## config.mk

```make
export PLATFORM = sky130hd
export DESIGN_NAME = syn_current_acc
export DESIGN_NICKNAME = d
export VERILOG_FILES = /design/src/rtl/syn_current_acc_pkg.sv /design/src/rtl/syn_current_acc_sat_add.sv /design/src/rtl/syn_current_acc.sv
export SDC_FILE = /design/constraint.sdc
export NUM_CORES = 1
export LEC_CHECK = 0
export CORE_UTILIZATION = 40
export DETAILED_ROUTE_END_ITERATION = 8
export PLACE_DENSITY = 0.61
export RECOVER_POWER = 25
export SLEW_MARGIN = 10
export SYNTH_ARGS = -nofsm -noshare
export SYNTH_HDL_FRONTEND = slang
export SYNTH_HIERARCHICAL = 1
export SYNTH_SLANG_ARGS = --single-unit
```

## constraint.sdc

```tcl
create_clock -name clk -period 4.16 [get_ports clk]
set_clock_uncertainty 0.15 [all_clocks]
set_input_delay 0.832 -clock clk [delete_from_list [all_inputs] [get_ports clk]]
set_output_delay 0.832 -clock clk [all_outputs]
set_load 0.05 [all_outputs]
```

## src/rtl/syn_current_acc_pkg.sv

```systemverilog
// syn_current_acc_pkg: shared FSM encoding and default widths for the synaptic current accumulator
package syn_current_acc_pkg;
    typedef enum logic [1:0] {IDLE, ACC, EMIT} state_t;
    localparam int DEF_WIDTH  = 23;
    localparam int DEF_WEIGHT = 7;
endpackage

```

## src/rtl/syn_current_acc_sat_add.sv

```systemverilog
// syn_sat_add: acc + sext(weight); saturates to the WIDTH rails under SYN_ACC_SATURATE_EN, wraps otherwise
import syn_current_acc_pkg::*;
module syn_sat_add #(
    parameter int WIDTH  = DEF_WIDTH,
    parameter int WEIGHT = DEF_WEIGHT
) (
    input  logic signed [WIDTH-1:0]  a,
    input  logic signed [WEIGHT-1:0] b,
    output logic signed [WIDTH-1:0]  y
);
`ifdef SYN_ACC_SATURATE_EN
    logic signed [WIDTH:0] s;
    // one guard bit exposes overflow; clamp to the rail matching the true sign
    always_comb begin
        s = (WIDTH+1)'(a) + (WIDTH+1)'(b);
        y = (s[WIDTH] != s[WIDTH-1]) ? (s[WIDTH] ? {1'b1, {(WIDTH-1){1'b0}}} : {1'b0, {(WIDTH-1){1'b1}}}) : s[WIDTH-1:0];
    end
`else
    // plain two's-complement add, overflow wraps
    always_comb y = a + WIDTH'(b);
`endif
endmodule

```

## src/rtl/syn_current_acc.sv

```systemverilog
// syn_current_acc: accumulates FAN_IN spike-gated weights per neuron, emits one current pulse per neuron (SYN_ACC_SATURATE_EN selects saturation)
import syn_current_acc_pkg::*;
module syn_current_acc #(
    parameter int WIDTH   = DEF_WIDTH,
    parameter int WEIGHT  = DEF_WEIGHT,
    parameter int FAN_IN  = 64,
    parameter int NEURONS = 717
) (
    input  logic                     clk,
    input  logic                     rst,
    input  logic                     start,
    input  logic                     in_valid,
    output logic                     in_ready,
    input  logic                     spike_in,
    input  logic signed [WEIGHT-1:0] weight_in,
    output logic                     cur_valid,
    output logic signed [WIDTH-1:0]  synaptic_current,
    output logic                     busy,
    output logic                     done
);
    localparam int FW = FAN_IN  > 1 ? $clog2(FAN_IN)  : 1;
    localparam int NW = NEURONS > 1 ? $clog2(NEURONS) : 1;

    state_t                    state;
    logic signed [WIDTH-1:0]   acc, sum;
    logic signed [WEIGHT-1:0]  w;
    logic [FW-1:0]             fan_cnt;
    logic [NW-1:0]             nrn_cnt;

    assign in_ready = state == ACC;
    assign busy     = state != IDLE;

    // a silent beat contributes nothing
    always_comb w = spike_in ? weight_in : '0;

    syn_sat_add #(.WIDTH(WIDTH), .WEIGHT(WEIGHT)) u_add (.a(acc), .b(w), .y(sum));

    // frame sequencing, beat accumulation and registered result/pulse outputs
    always_ff @(posedge clk) begin
        if (rst) begin
            state            <= IDLE;
            acc              <= '0;
            fan_cnt          <= '0;
            nrn_cnt          <= '0;
            cur_valid        <= 1'b0;
            done             <= 1'b0;
            synaptic_current <= '0;
        end else begin
            cur_valid <= 1'b0;
            done      <= 1'b0;
            case (state)
                IDLE: if (start) state <= ACC;
                ACC: if (in_valid) begin
                    acc <= sum;
                    if (fan_cnt == FW'(FAN_IN-1)) begin
                        fan_cnt          <= '0;
                        state            <= EMIT;
                        synaptic_current <= sum;
                        cur_valid        <= 1'b1;
                        done             <= nrn_cnt == NW'(NEURONS-1);
                    end else begin
                        fan_cnt <= fan_cnt + FW'(1);
                    end
                end
                EMIT: begin
                    acc <= '0;
                    if (nrn_cnt == NW'(NEURONS-1)) begin
                        nrn_cnt <= '0;
                        state   <= IDLE;
                    end else begin
                        nrn_cnt <= nrn_cnt + NW'(1);
                        state   <= ACC;
                    end
                end
                default: state <= IDLE;
            endcase
        end
    end
endmodule
```

Word-level counts from Yosys, hierarchy flattened
Cells that the tools add are included.
Word-level totals
  register bits: 66
  bits in latches: 0
  RAM bits: 0
  ROM bits: 0
  input port bits: 12
  output and inout port bits: 27
  word-level logic and storage cells: 40
  memories: 0
Cells by class
  $add $sub $neg: 3
  $mul: 0
  divide/modulo/power cells: 0
  magnitude comparators: 0
  equality and inequality tests: 7
  shift operators: 0
  muxes and demuxes: 11
  bitwise logic cells: 3
  reduce and logical (&&, ||, !) cells: 9
Operators with widths (number)
  $pmux 23 s2: 1
  $add 23x7->23: 1
  $mux 23: 1
  $add 10x1->10 const B: 1
  $eq 10x10->1 const B: 1
  $mux 10: 1
  $mux 7: 1
  $add 6x1->6 const B: 1
  $eq 6x6->1 const B: 1
  $mux 2: 3
  $mux 6: 1
  $pmux 2 s3: 1
  $reduce_and 3->1: 2
  $ne 2x2->1 const B: 2
  $reduce_and 2->1: 2
  $reduce_bool 2->1: 2
  $reduce_or 4->1: 1
  $not 1->1: 3
  $reduce_or 3->1: 1
  $eq 2x1->1 const B: 1
  $eq 2x2->1 const B: 1
  $logic_not 2->1: 1
  $mux 1: 2
  $ne 2x1->1 const B: 1

Depth between registers and ports, before layout
  depth in word-level cells: 4
  depth in mapped cells: 13
  mapped depth without buffers: 13

By module
Netlist, hierarchy kept.
Modules (own cells, without submodules)
  syn_current_acc: times used 1, cells an instance 314, area each 2597.5 sq um, seq. area each 1321.3 sq um
  syn_sat_add: times used 1, cells an instance 171, area each 1246.2 sq um, seq. area each 0.0 sq um

Worst setup path before layout
Ideal clock, no wire load.
  kind: input -> register
  start point: input port weight_in[6]
  end point: register acc[20]
  library setup time: 0.070 ns
  arrival: 3.035 ns
  required time: 3.940 ns
  slack: 0.905 ns
  cell stages on the path: 11
  path buffers: 1
  cells stage by stage: and2_1 -> ha_1 -> buf_2 -> and3_1 -> a221o_2 -> a21oi_4 -> o21ai_1 -> o21ba_1 -> a31oi_1 -> nand2_1 -> a21oi_1
Between the ends
  cells in the longest elaborated chain, start to end: 4
Ends and longest elaborated chain
  start, declared: line syn_current_acc.sv:15  | input logic signed [WEIGHT-1:0] weight_in,
  $mux 7: line syn_current_acc.sv:34  | always_comb w = spike_in ? weight_in : '0;
  $add 23x7->23: line syn_current_acc_sat_add.sv:20  | always_comb y = a + WIDTH'(b);
  net sum[20]: line syn_current_acc.sv:25  | logic signed [WIDTH-1:0] acc, sum;
  $mux 23: line syn_current_acc.sv:53  | ACC: if (in_valid) begin
  $pmux 23 s2: line syn_current_acc.sv:51  | case (state)
  end signal, assigned: line syn_current_acc.sv:54  | acc <= sum;
  end, declared: line syn_current_acc.sv:25
The timed path passes the listed nets, and every way through them passes these cells. The select of a mux whose other input is x is not followed.
A chain may end at the register's enable or synchronous reset.

Worst setup path in the final report
  start point: input port spike_in
  end point: register acc[16]
Between the ends
  cells in the longest elaborated chain, start to end: 4
Ends and longest elaborated chain
  start, declared: line syn_current_acc.sv:14  | input logic spike_in,
  $mux 7: line syn_current_acc.sv:34
  net w[0]: line syn_current_acc.sv:26  | logic signed [WEIGHT-1:0] w;
  $add 23x7->23: line syn_current_acc_sat_add.sv:20
  net sum[16]: line syn_current_acc.sv:25
  $mux 23: line syn_current_acc.sv:53
  $pmux 23 s2: line syn_current_acc.sv:51
The timed path passes the listed nets, and every way through them passes these cells. The select of a mux whose other input is x is not followed.

==> summary.txt <==
Status
  – Status: finished with violations
  – Violated checks: max-capacitance violations, max-slew violations

Power
  – Power Dens Cells: ~320 nW/um^2
  – Peak VDD IR: around 0.00014 V
  – Lkg Pwr: 1.68 nW

Synth
  – Post-synth EDFFs: 0
  – Fraction of the mapped netlist area in simple logic gates: 0.259
  – Ys Warns: 6
  – Post-synthesis compound-gate area fraction: 0.198
  – Main combinational cell family by area after synthesis: simple AND/OR/NAND/NOR gates
  – Syn_nets: 523
  – Synthesized netlist cell count: 485
  – Seq/Total Area, Yosys: 0.344
  – Count leader, synth: nand2_1
  – Multiplexer share of the synthesized area: 0.00651
  – Synth cell count leaders: nand2_1, a21oi_1, dfxtp_1, nand3_1, nor2_1
  – Synth top area share: 0.344
  – Synth Flop Type: dfxtp_1
  – Seq cells post-synth: 66
  – Synth top area cells: dfxtp_1, a21oi_1, nand2_1, ha_1, nand3_1
  – Asr flop ratio synth: 0
  – Synthesized area: 3840 sq um
  – Xor/xnor share of the synthesized area: 0.0661
  – Syn_area_per_cell: 7.93 sq um
  – Synth cell types: 60
  – Most area-hungry cell type in the Yosys netlist: dfxtp_1
  – Adder-cell area share of the yosys netlist: 0.0866

GRT
  – Initial antenna violation count: 0
  – First-pass GRT wire length: 15400 microns
  – GRT Total Usage: 0.192
  – Met2 Track Usage GR: 0.293
  – Total gr overflow: 0
  – GR peak layer: met2
  – Met1 usage: 0.272
  – Vias in the first global route: 3231
  – Largest net degree at the start of global routing: 37
  – Grt met3 use: 0.0306

Detailed routing
  – DRC: 0
  – Routed vias/inst: between 5 and 6
  – Post-route ant nets: 0
  – Router iterations before antenna repair: 5
  – 1st-iter DRT viols: 192
  – Drt wl/cell: 13.5 microns
  – Via count: ~3400
  – WL final: 8820 microns

Run
  – Maxcap violations: 1

Timing
  – Final Max Slew Viols: 37
  – Fin crit period: 3.61 ns
  – Setup_tns: 0 ns
  – Final setup fails: 0
  – Peak Freq: 277 MHz
  – Worst-margin pin slew: 1.79 ns
  – Relative slew margins: -0.194
  – Final worst path period share: 0.868
  – Unrepaired setup endpoints after global routing: no
  – Endpoints failing hold: 0

Floorplanning
  – Starting density of the core: 0.414
  – Die ar.: 10000 sq um
  – Ports: 39
  – Num rows: 35
  – Placeable Area: 9280 sq um
  – Die width: 100 microns
  – Die Height: between 100 and 150 microns

Placed design
  – IO Port Bufs: 38
  – Dpl cells: 636
  – DP Wirelength: 6010 microns
  – GP Congestion: 0.847
  – Post-DP Area: 4330 sq um

Critical path
  – Cells on worst reg2reg path: 12
  – Setup crit end kind: register
  – RR Endpoint: acc[16]
  – Critical Path AT: 3.71 ns
  – Startpoint Class: input port
  – CP Max Fanout: 7
  – Worst path cell trace: clkdlybuf4s50_1, and2_1, ha_1, inv_1, fa_1, nor2b_4, o31a_1, o31a_1, nor2_2, o21bai_2, mux2_4, o2111ai_2, nand2_1, a21oi_1
  – Crit-path slowest cell: clkdlybuf4s50_1
  – Kind of critical path: in -> reg
  – Largest stage delay on the critical path: around 0.57 ns
  – WP data required: ~4.3 ns
  – CP most frequent cell: o31a_1
  – Internal reg-to-reg setup slack: 1.43 ns
  – Worst flop-to-flop path startpoint: acc[0]

Clocking
  – Later-pin clock latency in the skew report: roughly 0.34 ns
  – Hold bufs inserted after CTS: 0
  – H-Tree Depth: 3
  – CTS tree: built
  – CTS buffer count: 9
  – Longest Clk Path Bufs: 2
  – CTS clk-pin slew, worst paths: 0.08 ns
  – CTS sink cnt: 66
  – Post-CTS setup buffers: 0
  – Post-CTS resize count: 0
  – Clock Tree Root: clkbuf_8

Finish
  – FILL cells: 964
  – Final net count: about 560
  – Fin cells: around 650
  – Share of layout cells above drive strength 1: 0.0746
  – Post-Layout Inst Area: around 4500 sq um
  – Final Util: 0.488
  – Area Growth Syn to Fin: 17.8%
  – Diodes inserted: 0

Worst hold path
  – Hold/Removal Path Class: reg -> reg
  – Hold path startpoint: synaptic_current[20]
  – Hold Path Depth: 2
  – Hold endpoint: synaptic_current[20]
## cells by family after synthesis
| family | after synthesis |
|---|---|
| fa+ha+maj | 26 |
| buf+inv | 34 |
| mux | 2 |
| simple gates | 206 |
| flops | 66 |
| xor+xnor | 29 |
| compound gates | 122 |
## worst max-delay path by stage
| stage | from | depth (start not counted) | endpoint |
|---|---|---|---|
| 6_report | spike_in | 14 | acc[16] |
| 3_3_place_gp | spike_in | 14 | synaptic_current[16] |
| 3_5_place_dp | spike_in | 14 | acc[16] |
| 5_1_grt | spike_in | 13 | acc[20] |
| 4_1_cts | spike_in | 14 | acc[16] |
| 2_1_floorplan | weight_in[6] | 11 | acc[20] |
## worst max-delay path, delay by kind of cell
family	cells	cell delay [ns]
AO/OA/AOI/OAI	5	0.81
adder cells (fa/ha/maj)	2	0.65
buffers and inverters	2	0.65
multiplexers	1	0.33
AND/OR/NAND/NOR	4	0.43
## area by class of cell
cell class / count / area [sq um] / area share
inverters: 11 / 41.3 / 0.00912
clock buffers: 12 / 155 / 0.0343
repair buffers: 45 / 428 / 0.0945
multi-input cells: 385 / 2350 / 0.519
well taps: 129 / 161 / 0.0356
clock inverters: 4 / 73.8 / 0.0163
flip-flops and latches: 66 / 1320 / 0.292
## per-stage QoR
stage / setup slack (ns) / total power [mW] / hold slack, ns
global placement: 0.334 / 0.822 / 0.293
global route: 0.319 / 1.50 / 0.325
floorplan: 0.905 / 0.780 / 0.294
finish: 0.550 / 1.44 / 0.301
detailed placement: 0.233 / 0.823 / 0.297
CTS: 0.590 / 1.45 / 0.307
## placed cells by master (no fill, tap or decap), types with 6 or more instances in the layout
cell type and count:
xnor2_1 16, inv_1 11, nand2b_1 6, o21ai_1 6, clkdlybuf4s50_1 31, a21oi_1 74
o21ai_0 9, dfxtp_1 66, xor2_1 13, ha_1 25, nand4_1 7, clkbuf_8 11
and2_1 8, nand3_1 31, nor2_1 26, nand2_1 95, dlygate4sd3_1 6
## state kept, by name, indices dropped and copies added (netlist names)
name              flops
acc                  23
state                 2
fan_cnt               6
synaptic_current     23
cur_valid             1
nrn_cnt              10
done                  1
## where the power goes
part	switching [mW]	internal (mW)	total [mW]	leakage, nW
Clock	0.256	0.371	0.627	0.117
Combinational	0.0956	0.0646	0.160	1.03
Sequential	0.00713	0.641	0.648	0.533
## routing by layer
metal | share of wire | vias to the layer above
met5 | 0 | -
met3 | 0.031 | 2
met2 | 0.44 | 53
li1 | - | 1758
met1 | 0.53 | 1599
met4 | 0.0035 | 0
No activity file was read; power rests on OpenSTA's default activity.
